===== src/rtl/writeback_ctrl_pkg.sv =====
// Shared definitions for the register-file writeback controller: source codes,
// FSM state encoding and source classification helpers.
package writeback_ctrl_pkg;

    localparam logic [3:0] SRC_ALUOUT   = 4'd0;
    localparam logic [3:0] SRC_LOADSIZE = 4'd1;
    localparam logic [3:0] SRC_MEMDATA  = 4'd2;
    localparam logic [3:0] SRC_RD       = 4'd3;
    localparam logic [3:0] SRC_SE1_32   = 4'd4;
    localparam logic [3:0] SRC_CONST227 = 4'd5;
    localparam logic [3:0] SRC_REGB     = 4'd6;
    localparam logic [3:0] SRC_HI       = 4'd7;
    localparam logic [3:0] SRC_LO       = 4'd8;
    localparam logic [3:0] SRC_MAX      = 4'd8;

    typedef enum logic [1:0] {
        ST_IDLE     = 2'd0,
        ST_MEM_WAIT = 2'd1,
        ST_MD_WAIT  = 2'd2,
        ST_WRITE    = 2'd3
    } wb_state_e;

    function automatic logic is_mem_src(input logic [3:0] src);
        return (src == SRC_LOADSIZE) || (src == SRC_MEMDATA);
    endfunction

    function automatic logic is_md_src(input logic [3:0] src);
        return (src == SRC_HI) || (src == SRC_LO);
    endfunction

endpackage


===== src/rtl/wb_wait_counter.sv =====
// Loadable down-counter with zero flag, shared by the memory-latency and
// mult/div-timeout waits. Decrement saturates at zero.
module wb_wait_counter #(
    parameter int W = 6
) (
    input  logic         clk,
    input  logic         reset,
    input  logic         load_i,
    input  logic [W-1:0] load_val_i,
    input  logic         dec_i,
    output logic [W-1:0] count_o,
    output logic         zero_o
);

    logic [W-1:0] cnt_q, cnt_d;

    always_comb begin
        cnt_d = cnt_q;
        if (load_i) begin
            cnt_d = load_val_i;
        end else if (dec_i && (cnt_q != '0)) begin
            cnt_d = cnt_q - W'(1);
        end
    end

    always_ff @(posedge clk) begin
        if (reset) begin
            cnt_q <= '0;
        end else begin
            cnt_q <= cnt_d;
        end
    end

    assign count_o = cnt_q;
    assign zero_o  = (cnt_q == '0);

endmodule


===== src/rtl/writeback_ctrl.sv =====
// Register-file writeback sequencer: selects the writeback source, waits for
// memory latency or the mult/div unit, and issues a single-cycle RegWrite.
module writeback_ctrl
    import writeback_ctrl_pkg::*;
#(
    parameter int unsigned MEM_LAT    = 2,
    parameter int unsigned MD_TIMEOUT = 40
) (
    input  logic       clk,
    input  logic       reset,
    input  logic       wb_req,
    input  logic [3:0] wb_src,
    input  logic       wb_abort,
    input  logic       muldiv_busy,
    output logic [3:0] MemtoReg,
    output logic       RegWrite,
    output logic       wb_busy,
    output logic       wb_done,
    output logic       err_illegal,
    output logic       err_timeout,
    output wb_state_e  dbg_state_o
);

    localparam int unsigned CNT_MAX = (MEM_LAT > MD_TIMEOUT) ? MEM_LAT : MD_TIMEOUT;
    localparam int CNT_W = (CNT_MAX > 0) ? $clog2(CNT_MAX + 1) : 1;

    wb_state_e        state_q, state_d;
    logic [3:0]       src_q, src_d;
    logic             err_illegal_q, err_illegal_d;
    logic             err_timeout_q, err_timeout_d;
    logic             cnt_load, cnt_dec, cnt_zero, cnt_last;
    logic [CNT_W-1:0] cnt_load_val, cnt_val;

    wb_wait_counter #(.W(CNT_W)) u_wait_cnt (
        .clk        (clk),
        .reset      (reset),
        .load_i     (cnt_load),
        .load_val_i (cnt_load_val),
        .dec_i      (cnt_dec),
        .count_o    (cnt_val),
        .zero_o     (cnt_zero)
    );

    // The wait ends in the cycle the counter shows 1 (or 0 for a zero-length load).
    assign cnt_last = cnt_zero || (cnt_val == CNT_W'(1));

    always_comb begin
        state_d       = state_q;
        src_d         = src_q;
        cnt_load      = 1'b0;
        cnt_load_val  = '0;
        cnt_dec       = 1'b0;
        err_illegal_d = 1'b0;
        err_timeout_d = 1'b0;
        case (state_q)
            ST_IDLE: begin
                if (wb_req) begin
                    if (wb_src > SRC_MAX) begin
                        err_illegal_d = 1'b1;
                    end else begin
                        src_d = wb_src;
                        if (is_mem_src(wb_src)) begin
                            state_d      = ST_MEM_WAIT;
                            cnt_load     = 1'b1;
                            cnt_load_val = CNT_W'(MEM_LAT);
                        end else if (is_md_src(wb_src)) begin
                            state_d      = ST_MD_WAIT;
                            cnt_load     = 1'b1;
                            cnt_load_val = CNT_W'(MD_TIMEOUT);
                        end else begin
                            state_d = ST_WRITE;
                        end
                    end
                end
            end
            ST_MEM_WAIT: begin
                if (wb_abort) begin
                    state_d = ST_IDLE;
                end else if (cnt_last) begin
                    state_d = ST_WRITE;
                end else begin
                    cnt_dec = 1'b1;
                end
            end
            ST_MD_WAIT: begin
                // Abort beats both completion and timeout.
                if (wb_abort) begin
                    state_d = ST_IDLE;
                end else if (!muldiv_busy) begin
                    state_d = ST_WRITE;
                end else if (cnt_last) begin
                    state_d       = ST_IDLE;
                    err_timeout_d = 1'b1;
                end else begin
                    cnt_dec = 1'b1;
                end
            end
            ST_WRITE: begin
                state_d = ST_IDLE;
            end
            default: begin
                state_d = ST_IDLE;
            end
        endcase
    end

    always_ff @(posedge clk) begin
        if (reset) begin
            state_q       <= ST_IDLE;
            src_q         <= '0;
            err_illegal_q <= 1'b0;
            err_timeout_q <= 1'b0;
        end else begin
            state_q       <= state_d;
            src_q         <= src_d;
            err_illegal_q <= err_illegal_d;
            err_timeout_q <= err_timeout_d;
        end
    end

    assign MemtoReg    = (state_q == ST_IDLE) ? 4'd0 : src_q;
    assign RegWrite    = (state_q == ST_WRITE);
    assign wb_done     = (state_q == ST_WRITE);
    assign wb_busy     = (state_q != ST_IDLE);
    assign err_illegal = err_illegal_q;
    assign err_timeout = err_timeout_q;
    assign dbg_state_o = state_q;

endmodule


===== config.mk =====
export PLATFORM = sky130hd
export DESIGN_NAME = writeback_ctrl
export DESIGN_NICKNAME = d
export VERILOG_FILES = /design/src/rtl/writeback_ctrl_pkg.sv /design/src/rtl/wb_wait_counter.sv /design/src/rtl/writeback_ctrl.sv
export SDC_FILE = /design/constraint.sdc
export NUM_CORES = 1
export LEC_CHECK = 0
export BUFFER_PORTS_ARGS = -buffer_cell sky130_fd_sc_hd__buf_2
export CAP_MARGIN = 20
export CORE_UTILIZATION = 52
export CTS_CLUSTER_DIAMETER = 30
export CTS_CLUSTER_SIZE = 20
export DETAILED_ROUTE_END_ITERATION = 8
export PLACE_DENSITY = 0.77
export REMOVE_ABC_BUFFERS = 1
export SKIP_CTS_REPAIR_TIMING = 1
export SLEW_MARGIN = 20
export SYNTH_ARGS = -nofsm -noshare
export SYNTH_HDL_FRONTEND = slang
export SYNTH_SLANG_ARGS = --single-unit

===== constraint.sdc =====
create_clock -name clk -period 2.33 [get_ports clk]
set_clock_uncertainty 0.05 [all_clocks]
set_input_delay 0.3495 -clock clk [delete_from_list [all_inputs] [get_ports clk]]
set_output_delay 0.3495 -clock clk [all_outputs]
set_load 0.02 [all_outputs]

### Word-level counts from Yosys, hierarchy flattened

Cells that the tools add are included.

| word-level totals | value |
|---|---|
| word-level logic and storage cells | 67 |
| bits of input ports | 9 |
| output and inout port bits | 11 |
| bits in registers | 14 |

| cells by class | value |
|---|---|
| $lt $le $gt $ge | 1 |
| reduce and logical (&&, ||, !) cells | 13 |
| equal/unequal tests | 12 |
| bitwise gates (word level) | 5 |
| add/sub/neg operators | 1 |
| multiplexer cells | 30 |

Operators by type and width:

| cell | number |
|---|---|
| $mux 6 | 7 |
| $mux 2 | 8 |
| $mux 1 | 12 |
| $pmux 2 s4 | 1 |
| $eq 6x1->1 const B | 1 |
| $logic_not 6->1 | 1 |
| $reduce_bool 6->1 | 1 |
| $sub 6x1->6 const B | 1 |
| $not 1->1 | 5 |
| $eq 2x2->1 const B | 2 |
| $eq 4x1->1 const B | 1 |
| $eq 4x2->1 const B | 1 |
| $eq 4x3->1 const B | 1 |
| $eq 4x4->1 const B | 1 |
| $gt 4x4->1 const B | 1 |
| $mux 4 | 1 |
| $ne 2x2->1 const B | 2 |
| $ne 4x4->1 const B | 1 |
| $reduce_and 4->1 | 1 |
| $reduce_bool 2->1 | 2 |
| $reduce_or 4->1 | 1 |
| $logic_or 1x1->1 | 3 |
| $ne 3x3->1 const B | 1 |
| $reduce_and 3->1 | 1 |
| other kinds (5) | 5 |

### Logic depth before layout (Yosys ltp)

Gate-level depths: netlist of run 1.

| depth | value |
|---|---|
| word-level depth | 9 |
| gate-level depth with buffers | 8 |
| depth with buffers taken out | 7 |

### By module

From an unflattened synthesis of run 1, not the netlist that was laid out.

| unflattened totals | value |
|---|---|
| cells, all modules | 115 |
| area, all modules | 962.2 µm² |

Modules (own cells, without submodules):

| module | seq. area each (µm²) | instances | cells an instance | area each (µm²) |
|---|---|---|---|---|
| writeback_ctrl | 160.2 | 1 | 73 | 590.6 |
| wb_wait_counter | 120.1 | 1 | 42 | 371.6 |

### Worst setup path before layout of run 1

No wires, ideal clock.

| path | value |
|---|---|
| path kind | flip-flop to flip-flop |
| start point | register state_q[0], in the netlist dbg_state_o[0] |
| end point | register u_wait_cnt.cnt_q[4], in the netlist u_wait_cnt.count_o[4] |
| data required time | 2.159 ns |
| clock period less this slack | 1.922 ns |
| stages on the path, launching flop included | 8 |
| setup slack | 0.408 ns |
| buffers on the path | 0 |
| library setup time | 0.121 ns |
| arrival time | 1.751 ns |
| path through | dfxtp_1 -> inv_1 -> ha_1 -> nor2b_1 -> nand3_1 -> or3_2 -> mux2i_1 -> nor3_1 |

| on the way | value |
|---|---|
| longest elaborated chain between the ends | 4 |
| elaborated cells on any way between the ends | 9 |
| classes of those cells | eq/ne: 2; mux: 4; reduce/logical: 3 |

RTL lines:

| what | RTL line | RTL |
|---|---|---|
| start, declared | writeback_ctrl.sv:27 | `wb_state_e state_q, state_d;` |
| start signal, assigned | writeback_ctrl.sv:114 | `state_q <= state_d;` |
| $eq 2x2->1 / $eq 2x1->1 (equally long branches) | writeback_ctrl.sv:55 | `case (state_q)` |
| $pmux 1 s2 | writeback_ctrl.sv:55 |  |
| $logic_and 1x1->1 | wb_wait_counter.sv:21 | `end else if (dec_i && (cnt_q != '0)) begin` |
| $reduce_bool 2->1 (no source line) | -- |  |
| end signal, assigned | wb_wait_counter.sv:30 | `cnt_q <= cnt_d;` |
| end, declared | wb_wait_counter.sv:15 | `logic [W-1:0] cnt_q, cnt_d;` |

Several ways; a longest one is shown, not always the timed one.
A chain may end at the register's enable or synchronous reset.

### Worst setup path in the final report of run 1

| path | value |
|---|---|
| start point | register state_q[0], in the netlist dbg_state_o[0] |
| end point | register u_wait_cnt.cnt_q[5], in the netlist u_wait_cnt.count_o[5] |

Same word-level chain as after synthesis.

==> results by group, run 1 <==
Synth
  • Seq/Total Area, Yosys: 31.7%
  • Synth Flop Type: dfxtp_1
  • Post-synthesis register bit count: 14
  • Most frequent cell after synthesis: dfxtp_1
  • Post-synth ARST share: 0%
  • Area share of the largest cell type after synthesis: around a third
  • Syn avg cell area: 8.41 sq um
  • Synth Warn #: 0
  • Post-synth EDFFs: 0
  • Post-synthesis cell type count: 35
  • Synth area leader: dfxtp_1
  • Cells after Synth: around 110
  • Leading post-synthesis cells by cell area: dfxtp_1 32%, ha_1 8.5%, nor3_1 5.7%, nor2b_1 5.0%, nor2_1 4.7%
  • Most frequent cells after synthesis: 14 x dfxtp_1, 11 x nor2_1, 10 x nor3_1, 7 x nor2b_1
  • Synthesized area: roughly 880 sq um

Finish
  • Fillers: between 100 and 150
  • Area grow syn2layout: 14.4%
  • Layout cells sized above 1: 24.4%
  • Fin nets: approximately 140
  • Diode count: 0

GRT
  • Global route overflow: 0
  • Pin count of the biggest net entering global routing: 15
  • Number of global-route vias before repair: 718
  • Global-route wire length before repair: ~3.1 mm
  • Initial antenna violation count: 0
  • GRT Total Usage: ~22%

Timing
  • TNS Setup: 0 ns
  • Final hold vios: 0
  • Final setup viols: 0
  • Fin. max-slew vios: 0
  • Crit share post-route: 82.1%
  • Final worst setup slack: 0.416 ns
  • Slew Limit Headroom: 79.1%
  • Fmax: between 0.5 and 0.6 GHz
  • Worst-Margin Slew: 0.311 ns
  • RSZ-0062 raised after global routing: false
  • Crit path time final: 1.91 ns

Place
  • # port buffers: 19
  • Hpwl dp: between 1 and 1.5 mm
  • Setup WS pre-CTS: 0.424 ns
  • Routability cong.: 0.887

Floorplan
  • DIE WIDTH: roughly 43 um
  • Row count: 14
  • Ports: 20
  • Die footprint: 0.00187 sq mm
  • Die Height: 43.2 um
  • Core Area: 0.00154 sq mm
  • Initial Util: 57.3%

Drt
  • Antenna Nets Post-Route: 0
  • DR WL/cell: 13.0 um
  • Drt drc: 0
  • Detailed Route WL: 1.81 mm
  • Via density per instance: 5.96
  • Drt initial violations: 13
  • Via count: 829
  • First-pass detailed-route iteration total: 4

Clock network
  • CTS buffer count: 3
  • CTS tree: done
  • H-tree levels: 1
  • Clk root buf: clkbuf_4
  • Clock Latency Late Sink: between 0.2 and 0.3 ns
  • # clock sinks: 14
  • Worst-path clk slew: 0.09 ns
  • CTS Buffer Depth: 2

Power
  • Power Density: 1020 mW/mm^2
  • Pleak: 0.000453 uW
  • Peak VDD IR: 0.538 mV

Setup path
  • Crit path arrival time: 2.04 ns
  • CP Max Fanout: 9
  • WS Path Type: register to register
  • Critical path endpoint category: register
  • Worst setup SP type: register
  • WP data required: 2.45 ns

Job
  • Max-Cap Viols: 0

Outcome
  • Outcome: finished clean

Worst hold path
  • Hold crit path type: primary input to register
[power breakdown]
group	switching [uW]	leakage [uW]	internal [uW]	total, uW
sequential	37.6	0.000114	281	318
clock	84.2	0.0000210	95.2	179
combinational	324	0.000318	210	533
total	445	0.000453	586	1030
[metal layers]
| metal | GRT usage, % | part of all wire, % | vias to the layer above |
|---|---|---|---|
| met5 | 0 | 0 | - |
| met4 | 10.9 | 2.4 | 0 |
| met3 | 2.98 | 5.5 | 7 |
| met2 | 33.1 | 46 | 29 |
| met1 | 30.1 | 46 | 376 |
| li1 | - | - | 417 |
[final timing paths]
kind                           end  cells past startpoint  slack [ns]            from
max reg2reg  u_wait_cnt.count_o[5]                      8        0.42  dbg_state_o[0]
max          u_wait_cnt.count_o[5]                      8        0.42  dbg_state_o[0]
min reg2reg               src_q[3]                      2        0.45        src_q[3]
min                    err_timeout                      2        0.20        wb_abort
[flip-flops by register name, summed over array words and instances (netlist names)]
name	cells
u_wait_cnt.count_o	6
src_q	4
dbg_state_o	2
err_illegal	1
err_timeout	1
[through the flow]
step | hold slack [ns] | std cells | cell area (sq um) | util (%) | total power [uW]
floorplan | 0.369 | 99 | 852 | - | 722
global placement | 0.424 | 135 | 975 | 63.2 | 848
detailed placement | 0.430 | 135 | 975 | 63.2 | 858
CTS | 0.195 | 139 | 1010 | 65.6 | 1040
global route | 0.217 | 139 | 1010 | 65.6 | 1110
finish | 0.199 | 139 | 1010 | 65.6 | 1030
[worst max-delay path, cell delays in order, from the launching register on]
cell	delay (ns)
dfxtp_1	0.36
inv_1	0.09
ha_1	0.35
nand2_1	0.19
nor4_1	0.28
buf_4	0.19
nor3_1	0.05
o21ai_0	0.16
a21oi_1	0.08
[cell usage in the layout, fill, tap and decap left out, types with 2 or more instances in the layout]
cell type and instances:
nand3_1 3, clkbuf_4 3, buf_2 19, inv_1 6
nor2b_1 7, ha_1 6, xnor2_1 3, dfxtp_1 14
nor3b_1 2, nor3_1 10, a311oi_1 2, nor2_1 11
o21ai_0 5, nand2_1 2, a21oi_1 5, mux2i_1 3
a211oi_1 2, nor4_1 3
[kinds of logic after synthesis]
group / synth area share (%)
fa+ha+maj: 8.50
mux: 3.40
xor+xnor: 2.98
flops: 31.7
compound gates: 19.7
simple gates: 27.6
buf+inv: 6.09
[cell type report]
type / count / area [sq um] / area share [%]
repair buffers: 20 / 103 / 10.1
well taps: 16 / 20.0 / 1.98
multi-input cells: 79 / 549 / 54.3
inverters: 6 / 22.5 / 2.23
flip-flops and latches: 14 / 280 / 27.7
clock buffers: 4 / 36.3 / 3.59
No activity file was read; power rests on OpenSTA's default activity.
==> run 2, diff against run 1 <==
--- a/config.mk
+++ b/config.mk
@@ -7,11 +7,11 @@
 export LEC_CHECK = 0
 export BUFFER_PORTS_ARGS = -buffer_cell sky130_fd_sc_hd__buf_2
 export CAP_MARGIN = 20
-export CORE_UTILIZATION = 52
+export CORE_UTILIZATION = 47
 export CTS_CLUSTER_DIAMETER = 30
 export CTS_CLUSTER_SIZE = 20
 export DETAILED_ROUTE_END_ITERATION = 8
-export PLACE_DENSITY = 0.77
+export PLACE_DENSITY = 0.74
 export REMOVE_ABC_BUFFERS = 1
 export SKIP_CTS_REPAIR_TIMING = 1
 export SLEW_MARGIN = 20
==> constraint.sdc (replaced) <==
create_clock -name clk -period 1.59 [get_ports clk]
set_clock_uncertainty 0.05 [all_clocks]
set_input_delay 0.2385 -clock clk [delete_from_list [all_inputs] [get_ports clk]]
set_output_delay 0.2385 -clock clk [all_outputs]
set_load 0.02 [all_outputs]
==> run 2 against run 1 <==
  * The run now ends with setup timing left
  * Die area rose by 10%
  * Critical endpoint is now u_wait_cnt.count_o[4]
  * Utilization increased by 9.3 points
  * Design area grew 29%
  * Largest cell class unchanged
  * Sequential power increased by 42%
  * Fmax up 18%
  * Register-to-register slack got worse by 0.45 ns
  * Flip-flop and latch count unchanged
  * Combinational power increased by 150%
  * First-iteration DRC count up 23%
  * Routed wire length up 27%
  * Highest routed layer unchanged
  * Power is 97% higher
  * Worst hold slack got worse by 0.082 ns
==> results by group, run 2 (same netlist as run 1, synthesis figures left out) <==
Outcome
  • Outcome: complete, but fails checks (was finished clean)
  • Failing checks: setup timing

Finish
  • Layout cells sized above 1: 47.3% (was 24.4%)
  • Most frequent cells in the layout: 24 x buf_4, 15 x buf_2, 11 x nor2_1, 11 x dfxtp_1, 10 x nor3_1 (was 19 x buf_2, 14 x dfxtp_1, 11 x nor2_1, 10 x nor3_1, 7 x nor2b_1)
  • Commonest non-fill, non-tap cell in the layout: buf_4 (was buf_2)
  • Cell area after layout: 0.00131 sq mm (was 0.00101 sq mm)
  • Diode count: 0 (unchanged)
  • Area grow syn2layout: 48.0% (was 14.4%)
  • Number of flip-flops in the largest register: 6 (unchanged)
  • Fin nets: 162 (was 139)
  • Fillers: 138 (was 128)
  • Post-layout util: 74.9% (was 65.6%)

Timing
  • Final worst setup slack: -0.0350 ns (was 0.416 ns)
  • RSZ-0062 raised after global routing: true (was false)
  • Crit path time final: 1.62 ns (was 1.91 ns)
  • Hold_ws: 0.118 ns (was 0.199 ns)
  • Final setup viols: 3 (was 0)
  • Final hold vios: 0 (unchanged)
  • Slew Limit Headroom: 77.2% (was 79.1%)
  • Fmax: 0.615 GHz (was 0.523 GHz)
  • Worst-Margin Slew: 0.340 ns (was 0.311 ns)
  • Fin. max-slew vios: 0 (unchanged)
  • Crit share post-route: 102% (was 82.1%)

Clock network
  • H-tree levels: 1 (unchanged)
  • Clock Latency Late Sink: 0.30 ns (was 0.28 ns)
  • CTS tree: done (unchanged)
  • CTS buffer count: 3 (unchanged)
  • # clock sinks: 14 (unchanged)
  • CTS Buffer Depth: 2 (unchanged)
  • Worst-path clk slew: 0.09 ns (about the same)
  • Clk root buf: clkbuf_4 (unchanged)

Drt
  • Drt initial violations: 16 (was 13)
  • Detailed Route WL: 2.30 mm (was 1.81 mm)
  • Via count: 905 (was 829)
  • Drt drc: 0 (unchanged)
  • Max Used Layer: met4 (unchanged)
  • Met3 wire len: 77 um (was 100 um)
  • Via density per instance: 5.29 (was 5.96)
  • Met1 wire length: 1.02 mm (was 832 um)
  • Antenna Nets Post-Route: 0 (unchanged)
  • Met2 wire length: 1.15 mm (was 828 um)
  • First-pass detailed-route iteration total: 4 (unchanged)
  • DR WL/cell: 13.4 um (was 13.0 um)

Power
  • Pleak: 0.000583 uW (was 0.000453 uW)
  • Power Density: 1560 mW/mm^2 (was 1020 mW/mm^2)
  • Peak VDD IR: 0.915 mV (was 0.538 mV)

Place
  • Setup WS pre-CTS: -0.164 ns (was 0.424 ns)
  • # port buffers: 19 (unchanged)
  • Hpwl dp: 1.66 mm (was 1.39 mm)
  • Routability cong.: 0.941 (was 0.887)
  • Placed Area: 0.00115 sq mm (was 975 sq um)

Job
  • Max-Cap Viols: 0 (unchanged)

Floorplan
  • Initial Util: 50.6% (was 57.3%)
  • Die footprint: 0.00206 sq mm (was 0.00187 sq mm)
  • DIE WIDTH: 45.4 um (was 43.2 um)
  • Ports: 20 (unchanged)
  • Row count: 15 (was 14)
  • Die Height: 45.4 um (was 43.2 um)
  • Core Area: 0.00175 sq mm (was 0.00154 sq mm)

Setup path
  • WP data required: 1.77 ns (was 2.45 ns)
  • Crit path arrival time: 1.80 ns (was 2.04 ns)
  • CP Max Fanout: 3 (was 9)
  • Worst setup SP type: register (unchanged)
  • WS Path Type: register to register (unchanged)
  • Crit path from: dbg_state_o[0] (unchanged)
  • Critical Path End: u_wait_cnt.count_o[4] (was u_wait_cnt.count_o[5])
  • Worst R2R Path Depth: 8 (unchanged)
  • Flop-to-flop setup slack: -0.03 ns (was 0.42 ns)
  • Worst R2R Start: dbg_state_o[0] (unchanged)
  • FF-to-FF End: u_wait_cnt.count_o[4] (was u_wait_cnt.count_o[5])
  • Critical path endpoint category: register (unchanged)

GRT
  • Number of global-route vias before repair: 832 (was 718)
  • Pin count of the biggest net entering global routing: 15 (unchanged)
  • Global-route wire length before repair: 3.68 mm (was 3.11 mm)
  • Global route overflow: 0 (unchanged)
  • Initial antenna violation count: 0 (unchanged)
  • GRT Total Usage: 25.9% (was 21.9%)

Worst hold path
  • Hold crit path type: primary input to register (unchanged)
[run 2: changes by cell type in the layout (fill, tap and decap cells not counted), moves of 3 or more]
| cell | change |
|---|---|
| ha_1 | -3 |
| buf_6 | +4 |
| dfxtp_1 | -3 |
| o21ai_0 | -3 |
| ha_4 | +3 |
| dfxtp_2 | +3 |
| buf_4 | +23 |
| buf_2 | -4 |
[run 2: critical path, cell delays in order (launching register included)]
cell and delay (ns):
dfxtp_2 0.34, inv_2 0.08, buf_6 0.10, ha_4 0.12, a21o_1 0.17, nand3_2 0.09, or3_4 0.33, mux2i_1 0.13
nor3_1 0.15
[run 2: where the power goes]
group          switching, uW  internal (uW)  total [uW]
sequential              36.0            417         453
combinational            657            652        1310
clock                    133            140         272
total                    825           1210        2030
[run 2: area by class of cell]
class                           count  area [sq um]  area share [%]
Clock buffer                        4          36.3            2.78
Inverter                            6          22.5            1.72
Multi-Input combinational cell     79           633            48.4
Sequential cell                    14           284            21.7
Tap cell                           25          31.3            2.39
Timing Repair Buffer               43           300            23.0
[run 2: worst min path at each step]
stage	from	to	slack (ns)	cells past startpoint
2_1_floorplan	reset	u_wait_cnt.count_o[3]	0.26	1
3_3_place_gp	wb_abort	err_timeout	0.39	2
3_5_place_dp	wb_abort	err_timeout	0.39	2
4_1_cts	wb_abort	err_timeout	0.09	2
5_1_grt	wb_abort	err_timeout	0.11	2
6_report	wb_abort	err_timeout	0.12	2
[run 2: routing by layer]
metal	GRT usage [%]	vias up
met2	41.4	21
met5	0	-
met4	14.5	0
met1	31.0	421
li1	-	458
met3	7.20	5
[run 2: through the flow]
step | setup TNS, ns | total power, uW | cells
final | -0.0637 | 2030 | 171
after global placement | -0.223 | 1480 | 166
after global routing | -0.710 | 2160 | 171
after detailed placement | -0.526 | 1510 | 166
after floorplan | -1.49 | 1060 | 99
after CTS | -1.10 | 1790 | 170
